### src/rtl/io_mux_pkg.sv
// Shared types and helpers for the sequenced design-select IO mux.
// Imported by the synchroniser and the top level.
package io_mux_pkg;

    typedef enum logic [1:0] {
        ST_RUN     = 2'd0,
        ST_ISOLATE = 2'd1,
        ST_RESET   = 2'd2
    } io_mux_state_e;

    // Wide enough for any legal select width; the top level slices it down.
    localparam logic [15:0] SEL_NONE = 16'hFFFF;

    function automatic int slot_bits(input int k, input int num_io);
        return k * num_io;
    endfunction

endpackage

### src/rtl/io_mux_sync.sv
// Multi-stage flop synchroniser for a bus that is quasi-static, like the LA select.
// Resets asynchronously to a parameterised value.
module io_mux_sync
    import io_mux_pkg::*;
#(
    parameter int                STAGES  = 2,
    parameter int                WIDTH   = 4,
    parameter logic [WIDTH-1:0]  RST_VAL = '1
) (
    input  logic             i_clk,
    input  logic             i_rst,
    input  logic [WIDTH-1:0] i_d,
    output logic [WIDTH-1:0] o_q
);

    logic [STAGES-1:0][WIDTH-1:0] r_chain;

    always_ff @(posedge i_clk or posedge i_rst) begin
        if (i_rst) begin
            r_chain <= {STAGES{RST_VAL}};
        end else begin
            r_chain <= {r_chain[STAGES-2:0], i_d};
        end
    end

    assign o_q = r_chain[STAGES-1];

endmodule

### src/rtl/io_design_mux_seq.sv
// Routes one of NUM_DESIGNS user designs to the pads, with a guarded
// isolate -> reset -> connect sequence on every select change.
module io_design_mux_seq
    import io_mux_pkg::*;
#(
    parameter int NUM_DESIGNS  = 8,
    parameter int NUM_IO       = 38,
    parameter int SEL_W        = 4,
    parameter int SYNC_STAGES  = 2,
    parameter int GUARD_CYCLES = 4,
    parameter int RST_CYCLES   = 16
) (
    input  logic                          wb_clk_i,
    input  logic                          wb_rst_i,
    input  logic [NUM_IO-1:0]             io_in,
    output logic [NUM_IO-1:0]             io_out,
    output logic [NUM_IO-1:0]             io_oeb,
    input  logic [SEL_W-1:0]              mux_sel_i,
    input  logic                          sys_reset_enb_i,
    input  logic                          auto_reset_enb_i,
    input  logic [NUM_DESIGNS-1:0]        design_reset_i,
    input  logic [NUM_DESIGNS*NUM_IO-1:0] des_io_out_i,
    input  logic [NUM_DESIGNS*NUM_IO-1:0] des_io_oeb_i,
    output logic [NUM_IO-1:0]             des_io_in_o,
    output logic [NUM_DESIGNS-1:0]        des_clk_o,
    output logic [NUM_DESIGNS-1:0]        des_ena_o,
    output logic [NUM_DESIGNS-1:0]        des_rst_o,
    output logic [SEL_W-1:0]              active_sel_o,
    output logic                          busy_o,
    output logic [1:0]                    dbg_state_o
);

    localparam logic [SEL_W-1:0] SEL_ALL = SEL_NONE[SEL_W-1:0];
    localparam int CNT_MAX = (GUARD_CYCLES > RST_CYCLES) ? GUARD_CYCLES : RST_CYCLES;
    localparam int CNT_W   = ($clog2(CNT_MAX) < 1) ? 1 : $clog2(CNT_MAX);

    io_mux_state_e      r_state, w_state_nxt;
    logic [CNT_W-1:0]   r_cnt, w_cnt_nxt;
    logic [SEL_W-1:0]   r_target, w_target_nxt;
    logic [SEL_W-1:0]   r_active_sel, w_active_nxt;
    logic [SEL_W-1:0]   w_sync_sel;
    logic               w_target_none;
    logic               w_retarget;
    logic [NUM_DESIGNS-1:0] w_ena;
    logic [NUM_DESIGNS-1:0] w_seq_rst;
    logic [NUM_IO-1:0]  w_pad_out, w_pad_oeb;
    logic [NUM_IO-1:0]  r_pad_out, r_pad_oeb;

    io_mux_sync #(
        .STAGES  (SYNC_STAGES),
        .WIDTH   (SEL_W),
        .RST_VAL (SEL_ALL)
    ) u_sel_sync (
        .i_clk (wb_clk_i),
        .i_rst (wb_rst_i),
        .i_d   (mux_sel_i),
        .o_q   (w_sync_sel)
    );

    always_ff @(posedge wb_clk_i or posedge wb_rst_i) begin
        if (wb_rst_i) begin
            r_state      <= ST_RUN;
            r_cnt        <= '0;
            r_target     <= SEL_ALL;
            r_active_sel <= SEL_ALL;
        end else begin
            r_state      <= w_state_nxt;
            r_cnt        <= w_cnt_nxt;
            r_target     <= w_target_nxt;
            r_active_sel <= w_active_nxt;
        end
    end

    assign w_target_none = (int'(r_target) >= NUM_DESIGNS);
    assign w_retarget    = (w_sync_sel != r_target);

    // A select change while sequencing restarts the guard from scratch, so a
    // partially delivered reset pulse is never mistaken for a complete one.
    always_comb begin
        w_state_nxt  = r_state;
        w_cnt_nxt    = r_cnt;
        w_target_nxt = r_target;
        w_active_nxt = r_active_sel;
        unique case (r_state)
            ST_RUN: begin
                if (w_sync_sel != r_active_sel) begin
                    w_target_nxt = w_sync_sel;
                    w_cnt_nxt    = CNT_W'(GUARD_CYCLES - 1);
                    w_active_nxt = SEL_ALL;
                    w_state_nxt  = ST_ISOLATE;
                end
            end
            ST_ISOLATE: begin
                if (w_retarget) begin
                    w_target_nxt = w_sync_sel;
                    w_cnt_nxt    = CNT_W'(GUARD_CYCLES - 1);
                end else if (r_cnt == '0) begin
                    if (w_target_none) begin
                        w_active_nxt = r_target;
                        w_state_nxt  = ST_RUN;
                    end else begin
                        w_cnt_nxt    = CNT_W'(RST_CYCLES - 1);
                        w_state_nxt  = ST_RESET;
                    end
                end else begin
                    w_cnt_nxt = r_cnt - 1'b1;
                end
            end
            ST_RESET: begin
                if (w_retarget) begin
                    w_target_nxt = w_sync_sel;
                    w_cnt_nxt    = CNT_W'(GUARD_CYCLES - 1);
                    w_state_nxt  = ST_ISOLATE;
                end else if (r_cnt == '0) begin
                    w_active_nxt = r_target;
                    w_state_nxt  = ST_RUN;
                end else begin
                    w_cnt_nxt = r_cnt - 1'b1;
                end
            end
            default: begin
                w_state_nxt = ST_RUN;
            end
        endcase
    end

    // Enable and sequencer reset are one-hot by construction: codes at or
    // above NUM_DESIGNS never match any slot index.
    always_comb begin
        w_ena     = '0;
        w_seq_rst = '0;
        w_pad_out = '1;
        w_pad_oeb = '1;
        for (int k = 0; k < NUM_DESIGNS; k++) begin
            w_ena[k]     = (r_state == ST_RUN) && (r_active_sel == SEL_W'(k));
            w_seq_rst[k] = (r_state == ST_RESET) && (r_target == SEL_W'(k));
            if (w_ena[k]) begin
                w_pad_out = des_io_out_i[slot_bits(k, NUM_IO) +: NUM_IO];
                w_pad_oeb = des_io_oeb_i[slot_bits(k, NUM_IO) +: NUM_IO];
            end
        end
    end

    always_ff @(posedge wb_clk_i or posedge wb_rst_i) begin
        if (wb_rst_i) begin
            r_pad_out <= '1;
            r_pad_oeb <= '1;
        end else begin
            r_pad_out <= w_pad_out;
            r_pad_oeb <= w_pad_oeb;
        end
    end

    assign io_out       = r_pad_out;
    assign io_oeb       = r_pad_oeb;
    assign des_io_in_o  = io_in;
    assign des_clk_o    = {NUM_DESIGNS{wb_clk_i}};
    assign des_ena_o    = w_ena;
    assign active_sel_o = r_active_sel;
    assign busy_o       = (r_state != ST_RUN);
    assign dbg_state_o  = r_state;

    // Resets stay combinational so a system reset reaches designs immediately.
    assign des_rst_o = design_reset_i
                     | {NUM_DESIGNS{wb_rst_i & ~sys_reset_enb_i}}
                     | w_seq_rst
                     | ({NUM_DESIGNS{~auto_reset_enb_i}} & ~w_ena);

endmodule

### config.mk
export PLATFORM = sky130hd
export DESIGN_NAME = io_design_mux_seq
export DESIGN_NICKNAME = d
export VERILOG_FILES = /design/src/rtl/io_mux_pkg.sv /design/src/rtl/io_mux_sync.sv /design/src/rtl/io_design_mux_seq.sv
export SDC_FILE = /design/constraint.sdc
export NUM_CORES = 1
export LEC_CHECK = 0
export ABC_AREA = 1
export BUFFER_PORTS_ARGS = -buffer_cell sky130_fd_sc_hd__buf_4
export CAP_MARGIN = 20
export CORE_AREA = 2 2 317 319
export CTS_CLUSTER_DIAMETER = 30
export DETAILED_ROUTE_END_ITERATION = 6
export DIE_AREA = 0 0 319 321
export HOLD_SLACK_MARGIN = 0.15
export SLEW_MARGIN = 5
export SYNTH_ARGS = -nofsm -noshare
export SYNTH_HDL_FRONTEND = slang
export SYNTH_HIERARCHICAL = 1
export SYNTH_SLANG_ARGS = --single-unit
### constraint.sdc
create_clock -name wb_clk_i -period 6.5 [get_ports wb_clk_i]
set_input_delay 0.325 -clock wb_clk_i [delete_from_list [all_inputs] [get_ports wb_clk_i]]
set_output_delay 0.325 -clock wb_clk_i [all_outputs]
set_load 0.03 [all_outputs]
==> metrics.csv, run 1 <==
stage,metric,value,unit
drt,first_pass_iters,5,
drt,post_drt_wl_per_cell,21.18,µm
worst_setup_path,cp-start-kind,flop,
cells_and_area,nFillCells,11432,
status,status,completed,
worst_hold_path,hold_path_class,flop to flop,
worst_setup_path,arrival,5020,ps
grt,grt_use_total,15.11,%
yosys,synthDominantCellAreaShare,24.94,%
cells_and_area,nNetsFinal,3132,
worst_setup_path,worst_path_largest_cell_delay,840,ps
grt,grt_pass1_wl,107900,µm
timing,min_period,4576,ps
floorplan,fp.coreArea,99280,µm²
drt,viasPerCell,3.715,
timing,fmax,218.5,MHz
pwr,cellLeakagePower,0.009062,µW
clock_network,clkTransAtPathRegs,80,ps
worst_setup_path,cp_top_family,buffers and inverters,
floorplan,io_pins,807,
yosys,syn_area_per_cell,5.757,µm²
pwr,seq_power_share,19.1,%
floorplan,design.die.area,102400,µm²
yosys,yosysSeqAreaShare,26.48,%
placed_design,place_congestion,0.8817,
pwr,powerDensity,304.1,nW/µm²
yosys,synth_most_common_cell,nand2_1,
pwr,p_sw_share,50.16,%
timing,post-route-period-util,70.39,%
worst_setup_path,worstPathRequired,6950,ps
grt,grt_busiest_layer,met2,
job,drv_cap,0,
floorplan,rows,116,
clock_network,clkLatencyLatePin,530,ps
worst_setup_path,setup.worst_path.end_class,flop,
placed_design,dp_hpwl,65440,µm
yosys,synth_fa_ha_area_share,0.6453,%
placed_design,io_buffers,730,
yosys,ys_warn_count,6,
grt,grt_util_met3,4.156,%
drt,num_vias,14001,
worst_setup_path,worstSetupPathType,flop to flop,
pwr,p_int,2758,µW
grt,grt_overflow,0,
yosys,synth-simple-area-share,48.21,%
pwr,power_frac_clock,17.1,%
yosys,synth_edf_count,0,
pwr,vdd_ir_drop_max,0.0001650,V
timing,max_slew_margin,38.66,%
yosys,synth_area_leader_cell,dfstp_2,
yosys,netlist_area,9694,µm²
yosys,synth_xor_area_share,0.2710,%
timing,rsz0062_at_grt,false,
clock_network,cts-resized-gates,0,
timing,finalSetupTns,0,ps
yosys,synth_top_family_by_area,simple AND/OR/NAND/NOR gates,
clock_network,cts_tree,yes,
drt,drt_wl_total,79840,µm
drt,drtIter0Drc,814,
grt,grt_pass1_vias,13949,
clock_network,postCtsSetupBuffers,0,
yosys,syn_nets,2351,
yosys,synth_common_cells,"501 x nand2_1, 276 x inv_1, 233 x nor2_1, 111 x nand3_1, 97 x nand4_1",
drt,drc_errors,0,
yosys,synthArstFlopShare,100.0,%
clock_network,cts_hold_buf,157,
floorplan,initial_core_util,9.765,%
worst_setup_path,cp_slowest_cell,clkinv_2,
yosys,synth_compound_area_share,5.447,%
floorplan,die_y,321,µm
floorplan,dieWidth,319,µm
pwr,finalPower,5533,µW
yosys,synth-seq-cells,98,
worst_setup_path,cp_max_fo,37,
grt,grt_max_degree,62,
worst_setup_path,critPathBufInv,4,
yosys,synth_flop_cell,dfstp_2,
grt,gr-usage-met1,18.58,%
yosys,synthMuxAreaShare,0,%
timing,hold_viol,0,
timing,worstMarginPinSlew,917.9,ps
cells_and_area,syn2layout_area_growth,87.71,%
grt,antenna_found_initial,12,
pwr,p_switching,2775,µW
cells_and_area,layout-drive-gt1-share,36.68,%
drt,ant_nets,0,
yosys,synthCells,1684,
grt,grtUsageMet2,25.36,%
pwr,combPwrFrac,63.8,%
timing,clock_skew,13.75,ps
timing,setup_viol,0,
yosys,synth_cell_type_count,33,
worst_setup_path,worstPathCellList,inv_1 -> ha_4 -> nand3_2 -> nor2_4 -> clkinv_2 -> buf_4 -> or2_1 -> nand4_1 -> nor2_1 -> dlygate4sd3_1,
yosys,synth_area_leaders,"dfstp_2 25%, nand2_1 19%, inv_1 11%, nor2_1 9.0%, nand4_1 6.3%",
timing,report.final.slew_viol_count,0,
-- worst paths after layout --
check,startpoint,endpoint,slack [ps],depth (start not counted)
min,u_sel_sync/r_chain[1],u_sel_sync/o_q[1],360,0
min in group asynchronous,wb_rst_i,r_cnt[2],460,3
max in group asynchronous,wb_rst_i,io_oeb[7],4830,4
max reg2reg,dbg_state_o[0],io_out[31],1920,10
max,dbg_state_o[0],io_out[31],1920,10
min reg2reg,u_sel_sync/r_chain[1],u_sel_sync/o_q[1],360,0
-- power by group through the flow --
stage	clock [µW]	combinational [µW]	sequential (µW)
final	948	3530	1050
after global routing	1030	3850	1080
after CTS	1000	3590	1060
after detailed placement	184	3070	1070
after global placement	184	3060	1070
after floorplan	184	1440	1270
-- cell usage in the layout, fill, tap and decap left out, drive strengths merged, types with 5 or more instances in the layout --
cell	synthesis	routed
buf	96	749
nand2	501	501
inv	281	286
nor2	243	243
dlygate4sd3	0	157
nand3	113	113
nand4	98	98
dfstp	92	92
or2	84	84
o21ai	57	57
a21oi	33	33
nor3	18	18
clkbuf	44	13
dfrtp	6	6
ha	5	5
-- state kept, by name, summed over array words and instances, names as in the netlist --
name                flops
active_sel_o            4
dbg_state_o             2
io_oeb                 38
io_out                 38
r_cnt                   4
r_target                4
u_sel_sync/o_q          4
u_sel_sync/r_chain      4
-- metal layers --
layer | vias to the layer above | share of wire, %
li1 | 6657 | -
met1 | 6505 | 43
met2 | 732 | 47
met3 | 99 | 7.2
met4 | 8 | 2.8
met5 | - | 0.065
-- cell families (layout without fill, tap and decap cells) --
logic type      count (synthesis)  in the layout
simple gates                 1058           1058
flops                          98             98
other cells                     0              1
xor+xnor                        3              3
buf+inv                       421           1207
fa+ha+maj                       5              5
compound gates                 99             99
-- per-stage QoR --
step	hold slack [ps]	setup slack, ps	utilization [%]	instances	instance area, µm²
3_5_place_dp	347.2	2444	16.35	3591	16230
4_1_cts	359.2	1869	18.33	3768	18200
5_1_grt	364.1	1603	18.33	3768	18200
6_report	357.8	1924	18.33	3769	18200
3_3_place_gp	346.5	2470	16.35	3591	16230
2_1_floorplan	329.5	2780	-	1684	9694
-- area by class of cell --
class | instances | area, µm² | share of cell area, %
repair buffers | 898 | 7147 | 39.27
multi-input cells | 1165 | 5346 | 29.38
flip-flops and latches | 98 | 2567 | 14.11
well taps | 1298 | 1624 | 8.925
inverters | 281 | 1059 | 5.817
clock buffers | 21 | 385.4 | 2.118
clock inverters | 7 | 66.31 | 0.3644
diodes | 1 | 2.502 | 0.01375
No activity file was read; power rests on OpenSTA's default activity.
==> run 2, diff against run 1 <==
==> constraint.sdc (replaced) <==
create_clock -name wb_clk_i -period 4.6 [get_ports wb_clk_i]
set_input_delay 0.23 -clock wb_clk_i [delete_from_list [all_inputs] [get_ports wb_clk_i]]
set_output_delay 0.23 -clock wb_clk_i [all_outputs]
set_load 0.03 [all_outputs]
==> run 2 against run 1 <==
Against the previous run: final cell count is 0.53% higher; critical path depth is 3 higher; die area stayed put; clock skew is 6.6 ps higher; core utilization is 0.19 points higher; combinational power is 46% higher; cell area is 1.1% higher; power is 45% higher; critical endpoint is now io_out[14]; largest power group unchanged.
==> metrics.csv, run 2 (synthesized netlist as in run 1, its figures left out) <==
stage,metric,value,unit
status,status,completed,
timing,rsz0062_at_grt,false,
grt,grt_pass1_vias,14059,
cells_and_area,final_common_cell,buf_4,
worst_setup_path,cp_max_fo,20,
clock_network,cts_tree,yes,
worst_setup_path,reg2reg_slack,370,ps
timing,setup_viol,0,
drt,ant_nets,0,
pwr,p_sw_share,49.83,%
clock_network,cts-resized-gates,0,
grt,grt_pass1_wl,108600,µm
floorplan,design.die.area,102400,µm²
pwr,p_switching,4005,µW
worst_setup_path,r2r-end,io_out[14],
drt,num_vias,14126,
cells_and_area,finalInstanceArea,18390,µm²
worst_hold_path,hold_path_class,input port to flop,
timing,finalSetupTns,0,ps
pwr,power_frac_clock,17.7,%
drt,drtIter0Drc,862,
worst_setup_path,reg2regPathDepth,13,
clock_network,clkLatencyLatePin,530,ps
floorplan,dieWidth,319,µm
timing,post-route-period-util,91.95,%
grt,grt_max_degree,74,
floorplan,rows,116,
floorplan,initial_core_util,9.765,%
timing,report.final.slew_viol_count,0,
cells_and_area,final_cell_mix,"763 x buf_4, 501 x nand2_1, 274 x inv_1",
floorplan,io_pins,807,
timing,clock_skew,20.33,ps
clock_network,cts_hold_buf,156,
worst_setup_path,r2r_start,dbg_state_o[0],
drt,first_pass_iters,5,
pwr,p_int,4032,µW
clock_network,postCtsSetupBuffers,0,
pwr,powerDensity,437.0,nW/µm²
timing,worstMarginPinSlew,1043,ps
pwr,cellLeakagePower,0.009172,µW
timing,min_period,4230,ps
pwr,vdd_ir_drop_max,0.0003037,V
timing,layout_setup_ws,370.2,ps
drt,post_drt_wl_per_cell,21.46,µm
timing,fmax,236.4,MHz
placed_design,dp_slack,1219,ps
grt,antenna_found_initial,20,
worst_setup_path,cp-start-kind,flop,
grt,grt_overflow,0,
placed_design,place_congestion,0.8871,
floorplan,die_y,321,µm
job,drv_cap,0,
floorplan,fp.coreArea,99280,µm²
cells_and_area,syn2layout_area_growth,89.70,%
worst_hold_path,holdCritStartpoint,des_io_out_i[170],
drt,drt_wl_total,81290,µm
clock_network,clkTransAtPathRegs,100,ps
cells_and_area,layout-drive-gt1-share,37.13,%
drt,viasPerCell,3.728,
pwr,seq_power_share,18.3,%
cells_and_area,nNetsFinal,3148,
placed_design,io_buffers,730,
worst_setup_path,setup.worst_path.end_class,flop,
placed_design,dp_hpwl,66090,µm
timing,max_slew_margin,30.44,%
timing,hold_viol,0,
cells_and_area,finalNonFillerCells,3789,
placed_design,place_area,16380,µm²
worst_hold_path,whs_path_depth,5,
worst_hold_path,hold_end,io_out[18],
placed_design,dp_cells,3608,
worst_setup_path,worstSetupPathType,flop to flop,
worst_setup_path,worstPathRequired,5070,ps
pwr,combPwrFrac,64.0,%
grt,grt_use_total,15.31,%
worst_setup_path,arrival,4700,ps
drt,drc_errors,0,
## run 2: cell count changes in the layout (fill, tap and decap cells not counted), sizes merged
| cell | before | now |
|---|---|---|
| buf | 749 | 766 |
| inv | 286 | 284 |
| dlygate4sd3 | 157 | 156 |
| diode | 1 | 5 |
| bufinv | 0 | 2 |
## run 2: area by class of cell
class / instances / area [µm²]
Sequential cell: 98 / 2567
Timing Repair Buffer: 914 / 7289
Clock inverter: 7 / 106.4
Clock buffer: 21 / 385.4
Inverter: 281 / 1059
Tap cell: 1298 / 1624
Fill cell: 11379 / 80890
Multi-Input combinational cell: 1165 / 5346
Antenna cell: 5 / 12.51
## run 2: power by group through the flow
stage | clock [µW] | combinational, µW | sequential [µW]
after global routing | 1530 | 5610 | 1500
after detailed placement | 260 | 4520 | 1480
final | 1420 | 5140 | 1470
after CTS | 1500 | 5230 | 1480
after global placement | 260 | 4510 | 1490
after floorplan | 260 | 2040 | 1790
## run 2: metrics by stage
step | util [%] | power, µW | hold slack [ps]
after CTS | 18.51 | 8205 | 176.7
after global placement | 16.50 | 6260 | 340.5
after global routing | 18.52 | 8634 | 197.9
after floorplan | - | 4093 | 234.5
after detailed placement | 16.50 | 6262 | 340.7
final | 18.52 | 8037 | 170.5
## run 2: worst max-delay path, cell delays in order (launching register included)
cell,delay [ps]
dfrtp_1,430
inv_1,150
ha_4,230
nand3_2,180
nor2_4,820
buf_4,330
nand2_1,110
nand3_1,110
nor2_1,40
dlygate4sd3_1,550
nand3_1,70
dlygate4sd3_1,540
o21ai_1,60
dlygate4sd3_1,560
## run 2: worst max path at each step
stage | startpoint | end | slack [ps] | cells past startpoint
CTS | dbg_state_o[0] | io_out[14] | 250 | 13
detailed placement | dbg_state_o[0] | io_out[16] | 1220 | 11
finish | dbg_state_o[0] | io_out[14] | 370 | 13
floorplan | wb_rst_i | des_rst_o[7] | 1280 | 4
global placement | dbg_state_o[0] | io_out[16] | 1260 | 11
global route | dbg_state_o[0] | io_out[14] | 80 | 13
## run 2: layer usage
| layer | vias to the layer above | GRT usage [%] | routed length (µm) |
|---|---|---|---|
| met5 | - | 0 | 121 |
| met4 | 20 | 5.870 | 2765 |
| met3 | 127 | 5.169 | 7320 |
| met2 | 800 | 25.45 | 37980 |
| met1 | 6485 | 18.16 | 33100 |
| li1 | 6694 | - | - |
==> run 3, diff against run 2 <==
--- a/config.mk
+++ b/config.mk
@@ -8,13 +8,12 @@
 export ABC_AREA = 1
 export BUFFER_PORTS_ARGS = -buffer_cell sky130_fd_sc_hd__buf_4
 export CAP_MARGIN = 20
-export CORE_AREA = 2 2 317 319
+export CORE_AREA = 2 2 312 314
 export CTS_CLUSTER_DIAMETER = 30
 export DETAILED_ROUTE_END_ITERATION = 6
-export DIE_AREA = 0 0 319 321
+export DIE_AREA = 0 0 314 316
 export HOLD_SLACK_MARGIN = 0.15
 export SLEW_MARGIN = 5
 export SYNTH_ARGS = -nofsm -noshare
 export SYNTH_HDL_FRONTEND = slang
-export SYNTH_HIERARCHICAL = 1
 export SYNTH_SLANG_ARGS = --single-unit
==> run 3 against run 2 <==
Against the previous run: the flow now finishes with violations (DRC); power is 8.6% lower; sequential share of layout area is 0.25 points higher; critical path type unchanged; largest cell class unchanged; clock power hardly changed.
==> metrics.csv, run 3 <==
stage,metric,value,unit
status,status,"complete, but fails checks",
status,violations,DRC,
grt,grt_overflow,0,
floorplan,rows,114,
timing,fmax,284.2,MHz
floorplan,die_y,316,µm
timing,rsz0062_at_grt,false,
timing,post-route-period-util,76.49,%
grt,grt_pass1_wl,96310,µm
yosys,synth-seq-cells,98,
grt,grt_max_degree,89,
drt,drc_errors,2,
floorplan,io_pins,807,
worst_setup_path,cp_top_family,buffers and inverters,
yosys,synthArstFlopShare,100.0,%
timing,report.final.slew_viol_count,0,
yosys,synth_area_leader_cell,dfstp_2,
pwr,finalPower,7343,µW
floorplan,design.die.area,99220,µm²
yosys,synthDominantCellAreaShare,25.65,%
timing,worstMarginPinSlew,1002,ps
worst_setup_path,critPathBufInv,5,
drt,ant_nets,0,
worst_hold_path,holdCritStartpoint,mux_sel_i[1],
drt,viasPerCell,3.699,
floorplan,dieWidth,314,µm
worst_setup_path,setup.worst_path.end_class,flop,
yosys,synth_flop_cell,dfstp_2,
timing,setup_viol,0,
placed_design,place_congestion,0.9272,
grt,antenna_found_initial,27,
drt,drtIter0Drc,796,
yosys,netlist_area,9423,µm²
worst_setup_path,reg2regPathDepth,11,
timing,finalSetupTns,0,ps
yosys,syn_nets,2264,
cells_and_area,final_common_cell,buf_4,
timing,min_period,3518,ps
yosys,synth_cell_type_count,33,
pwr,powerDensity,406.4,nW/µm²
yosys,ys_warn_count,0,
cells_and_area,final_cell_mix,"747 x buf_4, 445 x nand2_1, 306 x inv_1",
yosys,syn_area_per_cell,5.900,µm²
drt,first_pass_iters,7,
clock_network,clkLatencyLatePin,520,ps
job,drv_cap,0,
worst_setup_path,worstPathRequired,5060,ps
pwr,vdd_ir_drop_max,0.0002463,V
worst_setup_path,worstSetupPathType,flop to flop,
grt,grt_pass1_vias,13610,
worst_setup_path,worstPathCellList,inv_1 -> ha_1 -> buf_4 -> nand3_4 -> nor2_8 -> inv_2 -> buf_4 -> or2_2 -> nand4_1 -> a21oi_1 -> dlygate4sd3_1,
pwr,cellLeakagePower,0.009082,µW
clock_network,cts_hold_buf,157,
worst_setup_path,arrival,3980,ps
worst_setup_path,reg2reg_slack,1080,ps
grt,grt_use_total,13.80,%
worst_setup_path,crit_top_cell,buf_4,
yosys,yosysSeqAreaShare,27.25,%
floorplan,fp.coreArea,95990,µm²
cells_and_area,utilization,18.82,%
yosys,synthCells,1597,
yosys,synth_area_leaders,"dfstp_2 26%, nand2_1 18%, inv_1 12%, nor2_1 7.2%, nand4_1 6.4%",
worst_setup_path,cp_max_fo,40,
worst_setup_path,r2r-end,io_out[0],
timing,max_slew_margin,33.01,%
placed_design,dp_hpwl,58310,µm
cells_and_area,syn2layout_area_growth,91.77,%
worst_hold_path,hold_path_class,input port to flop,
clock_network,clkTransAtPathRegs,90,ps
worst_setup_path,cp-start-kind,flop,
worst_hold_path,whs_path_depth,2,
yosys,synth_most_common_cell,nand2_1,
yosys,synth_edf_count,0,
floorplan,initial_core_util,9.816,%
drt,drt_wl_total,71890,µm
worst_setup_path,worst_path_largest_cell_delay,610,ps
worst_setup_path,cp_slowest_cell,inv_2,
placed_design,io_buffers,730,
worst_hold_path,hold_end,u_sel_sync.r_chain[1],
drt,num_vias,13644,
clock_network,postCtsSetupBuffers,0,
timing,hold_viol,0,
timing,holdWs,358.6,ps
timing,layout_setup_ws,1082,ps
yosys,synth_common_cells,"445 x nand2_1, 308 x inv_1, 180 x nor2_1, 111 x a21oi_1, 97 x nand4_1",
cells_and_area,layout-drive-gt1-share,39.53,%
clock_network,cts-resized-gates,0,
clock_network,cts_tree,yes,
cells_and_area,nNetsFinal,3065,
placed_design,dp_slack,1615,ps
worst_setup_path,r2r_start,dbg_state_o[0],
drt,post_drt_wl_per_cell,19.49,µm
timing,clock_skew,15.07,ps
==> run 3: changes by cell type in the layout (fill, tap and decap cells not counted), sizes merged, moves of 2 or more <==
cell      change
nand3        -82
a21oi        +78
nand2        -56
nor2         -55
inv          +30
o21ai        -30
nor3         +23
or2          +20
buf          -12
diode         +5
clkinvlp      +2
==> run 3: layout make-up <==
cell class	count	area, µm²
antenna	10	25.02
clock buffer	21	385.4
clock inverter	7	100.1
fill	11007	77920
inverter	312	1176
multi-input combinational	1062	4960
sequential	98	2567
tap	1276	1597
timing repair buffer	903	7259
==> run 3: worst max path at each step <==
stage                    to  cells past startpoint  slack [ps]           start
6_report          io_out[0]                     11        1080  dbg_state_o[0]
5_1_grt          io_oeb[19]                     11         880  dbg_state_o[0]
4_1_cts          io_oeb[19]                     11        1070  dbg_state_o[0]
3_5_place_dp     io_oeb[32]                     10        1610  dbg_state_o[0]
3_3_place_gp      io_out[7]                     10        1690  dbg_state_o[0]
2_1_floorplan  des_rst_o[7]                      4        1090        wb_rst_i
==> run 3: through the flow <==
stage               area, µm²  cells
CTS                     18040   3679
global route            18060   3686
detailed placement      16050   3502
global placement        16050   3502
finish                  18070   3689
floorplan                9423   1597
==> run 3: cells by family (layout without fill, tap and decap cells) <==
kind of cell | after synthesis | count (layout) | synth area share [%]
simple gates | 907 | 907 | 43.22
other cells | 0 | 10 | 0
compound gates | 148 | 148 | 8.206
flops | 98 | 98 | 27.25
buf+inv | 437 | 1243 | 20.48
fa+ha+maj | 5 | 5 | 0.6639
xor+xnor | 2 | 2 | 0.1859
==> run 3: report_power, final <==
group | switching (µW) | internal [µW]
Clock | 702 | 724
Sequential | 177 | 1270
Combinational | 2550 | 1920
==> run 3: routing by layer <==
| metal | part of all wire, % | up-vias | track usage (%) | routed length (µm) |
|---|---|---|---|---|
| met3 | 9.5 | 121 | 4.893 | 6850 |
| li1 | - | 6420 | - | - |
| met4 | 3.9 | 20 | 6.514 | 2776 |
| met1 | 40 | 6296 | 16.37 | 29020 |
| met5 | 0.19 | - | 0 | 139 |
| met2 | 46 | 787 | 22.20 | 33110 |
